$ cat config.mk
export PLATFORM = sky130hd
export DESIGN_NAME = spi_reg_ctrl_flat
export DESIGN_NICKNAME = d
export VERILOG_FILES = /design/src/rtl/spi_reg_pkg.sv /design/src/rtl/spi_reg_ctrl_if.sv /design/src/rtl/spi_frame_det.sv /design/src/rtl/spi_reg_ctrl.sv /design/src/flat_wrapper.sv
export SDC_FILE = /design/constraint.sdc
export NUM_CORES = 1
export LEC_CHECK = 0
export ABC_AREA = 0
export ABC_CLOCK_PERIOD_IN_PS = 2800
export CORE_ASPECT_RATIO = 1.75
export CORE_UTILIZATION = 56
export CTS_BUF_LIST = sky130_fd_sc_hd__clkbuf_4 sky130_fd_sc_hd__clkbuf_8
export CTS_CLUSTER_DIAMETER = 40
export DETAILED_ROUTE_END_ITERATION = 8
export MAX_ROUTING_LAYER = met4
export PLACE_DENSITY = 0.95
export SLEW_MARGIN = 20
export SYNTH_ARGS = -nofsm -noshare
export SYNTH_HDL_FRONTEND = slang
export SYNTH_SLANG_ARGS = --single-unit
export TNS_END_PERCENT = 100
$ cat constraint.sdc
create_clock -name clk -period 2.8 [get_ports clk]
set_input_delay 0.28 -clock clk [delete_from_list [all_inputs] [get_ports clk]]
set_output_delay 0.28 -clock clk [all_outputs]
set_load 0.05 [all_outputs]
$ cat src/rtl/spi_reg_pkg.sv
// Shared types and constants for the SPI register-access controller.
// Imported by the controller and by later SPI-side blocks.
package spi_reg_pkg;

  typedef enum logic [2:0] {
    IDLE,
    CMD,
    RD_REQ,
    WR_REQ,
    DATA
  } state_t;

  localparam int         CMD_RW_BIT = 7;
  localparam logic [7:0] DUMMY_BYTE = 8'hFF;
  localparam int         TCNT_W     = 8;

endpackage

$ cat src/rtl/spi_reg_ctrl_if.sv
// Single-master 8-bit register bus with req/ack handshake.
// The controller uses the master modport and the register file uses the slave modport.
interface spi_reg_ctrl_if #(
  parameter int ADDR_W = 7
);

  logic              reg_req;
  logic              reg_we;
  logic [ADDR_W-1:0] reg_addr;
  logic [7:0]        reg_wdata;
  logic [7:0]        reg_rdata;
  logic              reg_ack;

  modport master (
    output reg_req, reg_we, reg_addr, reg_wdata,
    input  reg_rdata, reg_ack
  );

  modport slave (
    input  reg_req, reg_we, reg_addr, reg_wdata,
    output reg_rdata, reg_ack
  );

endinterface

$ cat src/rtl/spi_frame_det.sv
// Chip-select synchroniser with one-cycle frame start/end pulses.
// cs is active low, so a falling edge opens a frame and a rising edge closes it.
module spi_frame_det (
  input  logic clk,
  input  logic rst,
  input  logic cs,
  output logic frame_start,
  output logic frame_end
);

  logic cs_meta;
  logic cs_sync;
  logic cs_d;

  // Idle level is high, so a reset never looks like a frame edge.
  // NOTE: every flop here is updated with <=; blocking assignments would collapse the chain.
  always_ff @(posedge clk or posedge rst) begin
    if (rst) begin
      cs_meta <= 1'b1;
      cs_sync <= 1'b1;
      cs_d    <= 1'b1;
    end else begin
      cs_meta <= cs;
      cs_sync <= cs_meta;
      cs_d    <= cs_sync;
    end
  end

  assign frame_start = cs_d & ~cs_sync;
  assign frame_end   = ~cs_d & cs_sync;

endmodule

$ cat src/rtl/spi_reg_ctrl.sv
// Turns SPI command and data bytes into register bus reads and writes.
// Read data goes back to the SPI transmit path, and a bus timeout aborts a stalled access.
module spi_reg_ctrl
  import spi_reg_pkg::*;
#(
  parameter int         ADDR_W   = 7,
  parameter int         AUTO_INC = 1,
  parameter int         TIMEOUT  = 15,
  parameter logic [7:0] DUMMY    = DUMMY_BYTE
) (
  input  logic           clk,
  input  logic           rst,
  input  logic           cs,
  input  logic           rx_valid,
  input  logic [7:0]     rx_data,
  output logic           tx_ready,
  output logic [7:0]     tx_data,
  spi_reg_ctrl_if.master bus,
  output logic           busy,
  output logic           err
);

  state_t              state;
  state_t              state_next;
  logic                frame_start;
  logic                frame_end;
  logic                rw;
  logic                drain;
  logic [ADDR_W-1:0]   addr;
  logic [7:0]          wdata;
  logic [TCNT_W-1:0]   tcnt;
  logic                in_req;
  logic                timeout_hit;
  logic                done;
  logic                ending;

  spi_frame_det u_frame_det (
    .clk         (clk),
    .rst         (rst),
    .cs          (cs),
    .frame_start (frame_start),
    .frame_end   (frame_end)
  );

  assign in_req      = (state == RD_REQ) || (state == WR_REQ);
  assign timeout_hit = in_req && !bus.reg_ack && (tcnt == TCNT_W'(TIMEOUT - 1));
  assign done        = in_req && (bus.reg_ack || timeout_hit);
  // A frame that closed while the access was in flight makes the completion end in IDLE.
  assign ending      = drain || frame_end;

  assign bus.reg_req   = in_req;
  assign bus.reg_we    = (state == WR_REQ);
  assign bus.reg_addr  = addr;
  assign bus.reg_wdata = wdata;
  assign busy          = (state != IDLE);

  always_ff @(posedge clk or posedge rst) begin
    if (rst) state <= IDLE;
    else     state <= state_next;
  end

  // NOTE: state_next gets its default before the case, so no path leaves it unassigned and no latch is inferred.
  always_comb begin
    state_next = state;
    case (state)
      IDLE: begin
        if (frame_start) state_next = CMD;
      end
      CMD: begin
        if (rx_valid) begin
          if (rx_data[CMD_RW_BIT]) state_next = RD_REQ;
          else if (frame_end)      state_next = IDLE;
          else                     state_next = DATA;
        end else if (frame_end) begin
          state_next = IDLE;
        end
      end
      DATA: begin
        if (rx_valid)       state_next = rw ? RD_REQ : WR_REQ;
        else if (frame_end) state_next = IDLE;
      end
      RD_REQ, WR_REQ: begin
        if (done) state_next = ending ? IDLE : DATA;
      end
      default: state_next = IDLE;
    endcase
  end

  always_ff @(posedge clk or posedge rst) begin
    if (rst) begin
      rw       <= 1'b0;
      drain    <= 1'b0;
      addr     <= '0;
      wdata    <= '0;
      tcnt     <= '0;
      tx_data  <= DUMMY;
      tx_ready <= 1'b0;
      err      <= 1'b0;
    end else begin
      if (state == CMD && rx_valid) begin
        rw   <= rx_data[CMD_RW_BIT];
        addr <= rx_data[ADDR_W-1:0];
      end

      if (state == DATA && rx_valid && !rw) wdata <= rx_data;

      // The counter holds at zero outside an access, so it restarts on every entry.
      if (!in_req)           tcnt <= '0;
      else if (!bus.reg_ack) tcnt <= tcnt + TCNT_W'(1);

      // An overrun byte is dropped, but it still marks the sticky error.
      if ((in_req && rx_valid) || timeout_hit) err <= 1'b1;

      if (state_next == IDLE) drain <= 1'b0;
      else if (frame_end)     drain <= 1'b1;

      if (done) begin
        if (AUTO_INC != 0) addr <= addr + ADDR_W'(1);
        if (state == RD_REQ && !ending) begin
          tx_data  <= bus.reg_ack ? bus.reg_rdata : DUMMY;
          tx_ready <= 1'b1;
        end
      end

      if (state_next == IDLE) begin
        tx_data  <= DUMMY;
        tx_ready <= 1'b0;
      end
    end
  end

endmodule

$ cat src/flat_wrapper.sv
// flat-port wrapper written by rule: the top's interface ports become plain ports
module spi_reg_ctrl_flat import spi_reg_pkg::*;
#(
  parameter int         ADDR_W   = 7,
  parameter int         AUTO_INC = 1,
  parameter int         TIMEOUT  = 15,
  parameter logic [7:0] DUMMY    = DUMMY_BYTE
)
  (clk, rst, cs, rx_valid, rx_data, tx_ready, tx_data, busy, err, bus_reg_req, bus_reg_we, bus_reg_addr, bus_reg_wdata, bus_reg_rdata, bus_reg_ack);
  spi_reg_ctrl_if #(.ADDR_W(ADDR_W)) bus_i ();
  input  logic clk;
  input  logic rst;
  input  logic cs;
  input  logic rx_valid;
  input  logic [7:0] rx_data;
  output logic tx_ready;
  output logic [7:0] tx_data;
  output logic busy;
  output logic err;
  output wire logic [$bits(bus_i.reg_req)-1:0] bus_reg_req;
  output wire logic [$bits(bus_i.reg_we)-1:0] bus_reg_we;
  output wire logic [$bits(bus_i.reg_addr)-1:0] bus_reg_addr;
  output wire logic [$bits(bus_i.reg_wdata)-1:0] bus_reg_wdata;
  input wire logic [$bits(bus_i.reg_rdata)-1:0] bus_reg_rdata;
  input wire logic [$bits(bus_i.reg_ack)-1:0] bus_reg_ack;
  assign bus_reg_req = bus_i.reg_req;
  assign bus_reg_we = bus_i.reg_we;
  assign bus_reg_addr = bus_i.reg_addr;
  assign bus_reg_wdata = bus_i.reg_wdata;
  assign bus_i.reg_rdata = bus_reg_rdata;
  assign bus_i.reg_ack = bus_reg_ack;
  spi_reg_ctrl #(.ADDR_W(ADDR_W), .AUTO_INC(AUTO_INC), .TIMEOUT(TIMEOUT), .DUMMY(DUMMY)) u_core (.clk(clk), .rst(rst), .cs(cs), .rx_valid(rx_valid), .rx_data(rx_data), .tx_ready(tx_ready), .tx_data(tx_data), .bus(bus_i), .busy(busy), .err(err));
endmodule
==> flow_summary.ini <==
[finish]
fillers = 270
final_cell_mix = 48 x clkdlybuf4s50_1, 30 x dfrtp_1, 23 x nor2_1
multi_input_area_sq_um = 1060
synthToLayoutAreaGrowth_pct = 27.2
seqCellArea_sq_um = 1040
nets = 270
final_common_cell = clkdlybuf4s50_1
drive_gt1_share_pct = 16.2
diodes = 0
stdcell_area_sq_um = 2780
instances_no_fill = 293

[setup_path]
arrival_ns = 2.04
cp-start-kind = register
r2r_cells = 4
endpoint_kind = primary output
critPathKind = register to primary output
crit_path_max_fanout = 16
worstPathRequired_ns = 2.52

[grt]
grt_max_degree = 42
grt-ovfl-total = 0
grt_usage_pct = 27.5
grt_pass1_vias = 1795
grt_pass1_wl_um = 8270
antenna_found_initial = 0

[routing]
dr_wl_met3_um = 183
top_layer_used = met4
drc = 0
drtPass1Iterations = 4
wl_met1_um = 1900
post_drt_wl_per_cell_um = 17.9
vias = 1785
postRouteAntennaNets = 0
drt-initial-drc-count = 44
routed_wl_um = 5230
dr_wl_met2_um = 3010
drt-vias-per-instance = 6.09

[synth]
synth-simple-area-share_pct = 19.5
yosys_register_bits = 41
synthXorXnorAreaFrac_pct = 2.80
synth_area_sq_um = 2190
yosysUniqueCellTypes = 50
synth-compound-area-share_pct = 20.5
muxShareOfSynthArea_pct = 4.12
synth_top_family_by_area = compound AO/OA/AOI/OAI gates
synth_warnings = 0
synthCells = 198
syn_avg_cell_area_sq_um = 11.0
yosysSeqAreaShare_pct = 47.6
synthAdderAreaFrac_pct = 1.72
syn_nets = 222

[placed_design]
place_area_sq_um = 2690
globalplace.congestion = 0.843
port_buffers = 48
dpl_worst_slack_ns = 0.525
dp_hpwl_um = 3560
placed_cells = 285

[clock_tree]
hold_buffers = 0
insertion_delay_ns = 0.29
root_buffer = clkbuf_8
clkSlewWorstSetupHoldPaths_ns = 0.07
clockBufferDepth = 2
cts_inserted_buffers = 5
cts_tree = done
post_cts_buffers = 0
cts_resized = 0
cts_sinks = 41
cts-htree-levels = 2

[power]
p_leak_nw = 1.13
pwr_density_cell_nw_per_um2 = 1010
worst_ir_drop_vdd_v = 0.000761

[die]
num_rows = 29
die_w_um = 49.2
ios = 49
design.die.area_sq_um = 4170
core_sq_um = 3660
start_util_pct = 59.6
fp.dieH_um = 84.6

[sta]
layout_min_cycle_time_ns = 2.32
fin_hold_ws_ns = 0.358
slew_violations = 0
skew_ns = 0.00821
max_freq_ghz = 0.432
max-slew-margin-rel_pct = 39.8
finalCritPeriodShare_pct = 82.7
hold_violations = 0
worstMarginPinSlew_ns = 0.896
rsz0062_at_grt = no
tns_ns = 0
worst_slack_ns = 0.484
setup_viol = 0

[run_status]
outcome = completed

[run]
drv_cap = 0

[worst_hold_path]
min_path_type = register to register
min_path_cells = 0
flip-flops by register name, summed over array words and instances, names as in the netlist, 3 cells and up:
register and count:
u_core.bus.reg_addr 7, u_core.bus.reg_wdata 8, u_core.state 3, u_core.tcnt 8, u_core.tx_data 8
final timing paths:
kind                                                  from                    endpoint  slack, ns
worst max register to register              u_core.tcnt[4]           u_core.tx_data[3]       0.58
min in group asynchronous                              rst     u_core.bus.reg_wdata[2]       0.40
worst max-delay path                       u_core.state[2]                 bus_reg_req       0.48
worst min register to register  u_core.u_frame_det.cs_meta  u_core.u_frame_det.cs_sync       0.36
max in group asynchronous                              rst  u_core.u_frame_det.cs_meta       2.01
worst min-delay path            u_core.u_frame_det.cs_meta  u_core.u_frame_det.cs_sync       0.36
final cells by class:
cell class / count / share of cell area [%]
timing repair buffer: 50 / 17.8
inverter: 8 / 1.17
clock buffer: 8 / 3.29
tap: 46 / 2.07
sequential: 41 / 37.4
multi-input combinational: 140 / 38.3
worst max-delay path, cell delays in order (launching register included):
cell and delay [ns]:
dfrtp_1 0.46, nand2b_1 0.20, inv_2 0.23, clkdlybuf4s50_1 0.86
report_power, final:
group | internal (W) | switching, W | leakage [nW]
Combinational | 0.000502 | 0.000976 | 0.580
Clock | 0.000206 | 0.000193 | 0.0498
Sequential | 0.000757 | 0.000174 | 0.500
metal layers:
metal | up-vias | global-route usage, %
li1 | 823 | -
met1 | 892 | 29.1
met2 | 53 | 48.3
met3 | 17 | 4.53
met4 | 0 | 13.4
met5 | - | -
cell families (layout without fill, tap and decap cells):
kind of cell	Yosys count	after routing
adders and majority gates	3	3
muxes	8	8
xor gates and xnor gates	7	7
DFF	41	41
AOI/OAI and AO/OA	47	47
and+or+nand+nor	75	75
buffers and inverters	17	66
Yosys cell counts, drive strengths merged:
cell type | n | share of area, %
nor4bb | 2 | 0.92
nor2 | 23 | 3.9
nand2b | 4 | 1.1
dfrtp | 30 | 34
nand3 | 6 | 1.4
nand4b | 1 | 0.40
o21ai | 1 | 0.23
nor4b | 1 | 1.1
buf | 6 | 1.8
nand3b | 2 | 0.69
o211ai | 6 | 2.7
a21oi | 4 | 1.1
a21o | 2 | 0.69
a32o | 1 | 0.46
dfstp | 11 | 13
nor2b | 4 | 1.1
a31oi | 10 | 2.9
xor2 | 5 | 2.0
o32ai | 8 | 6.0
o211a | 1 | 0.46
a22oi | 1 | 0.34
nand4 | 3 | 0.86
a221o | 3 | 1.4
and4b | 1 | 0.46
xnor2 | 2 | 0.80
a211oi | 6 | 2.9
a31o | 2 | 0.80
and2 | 4 | 1.1
nor3b | 1 | 0.34
nand2 | 10 | 1.7
o31ai | 1 | 0.34
clkbuf | 3 | 0.52
inv | 8 | 1.5
nor3 | 6 | 1.9
ha | 3 | 1.7
o21bai | 1 | 0.34
mux2 | 8 | 4.1
and3 | 4 | 1.2
or3b | 1 | 0.40
and3b | 2 | 0.80
per-stage QoR:
step | total power, W | util, %
detailed placement | 0.00238 | 73.4
CTS | 0.00280 | 75.9
finish | 0.00281 | 75.9
floorplan | 0.00194 | -
global route | 0.00293 | 75.9
global placement | 0.00235 | 73.4
Power figures use the tool's default switching activity.
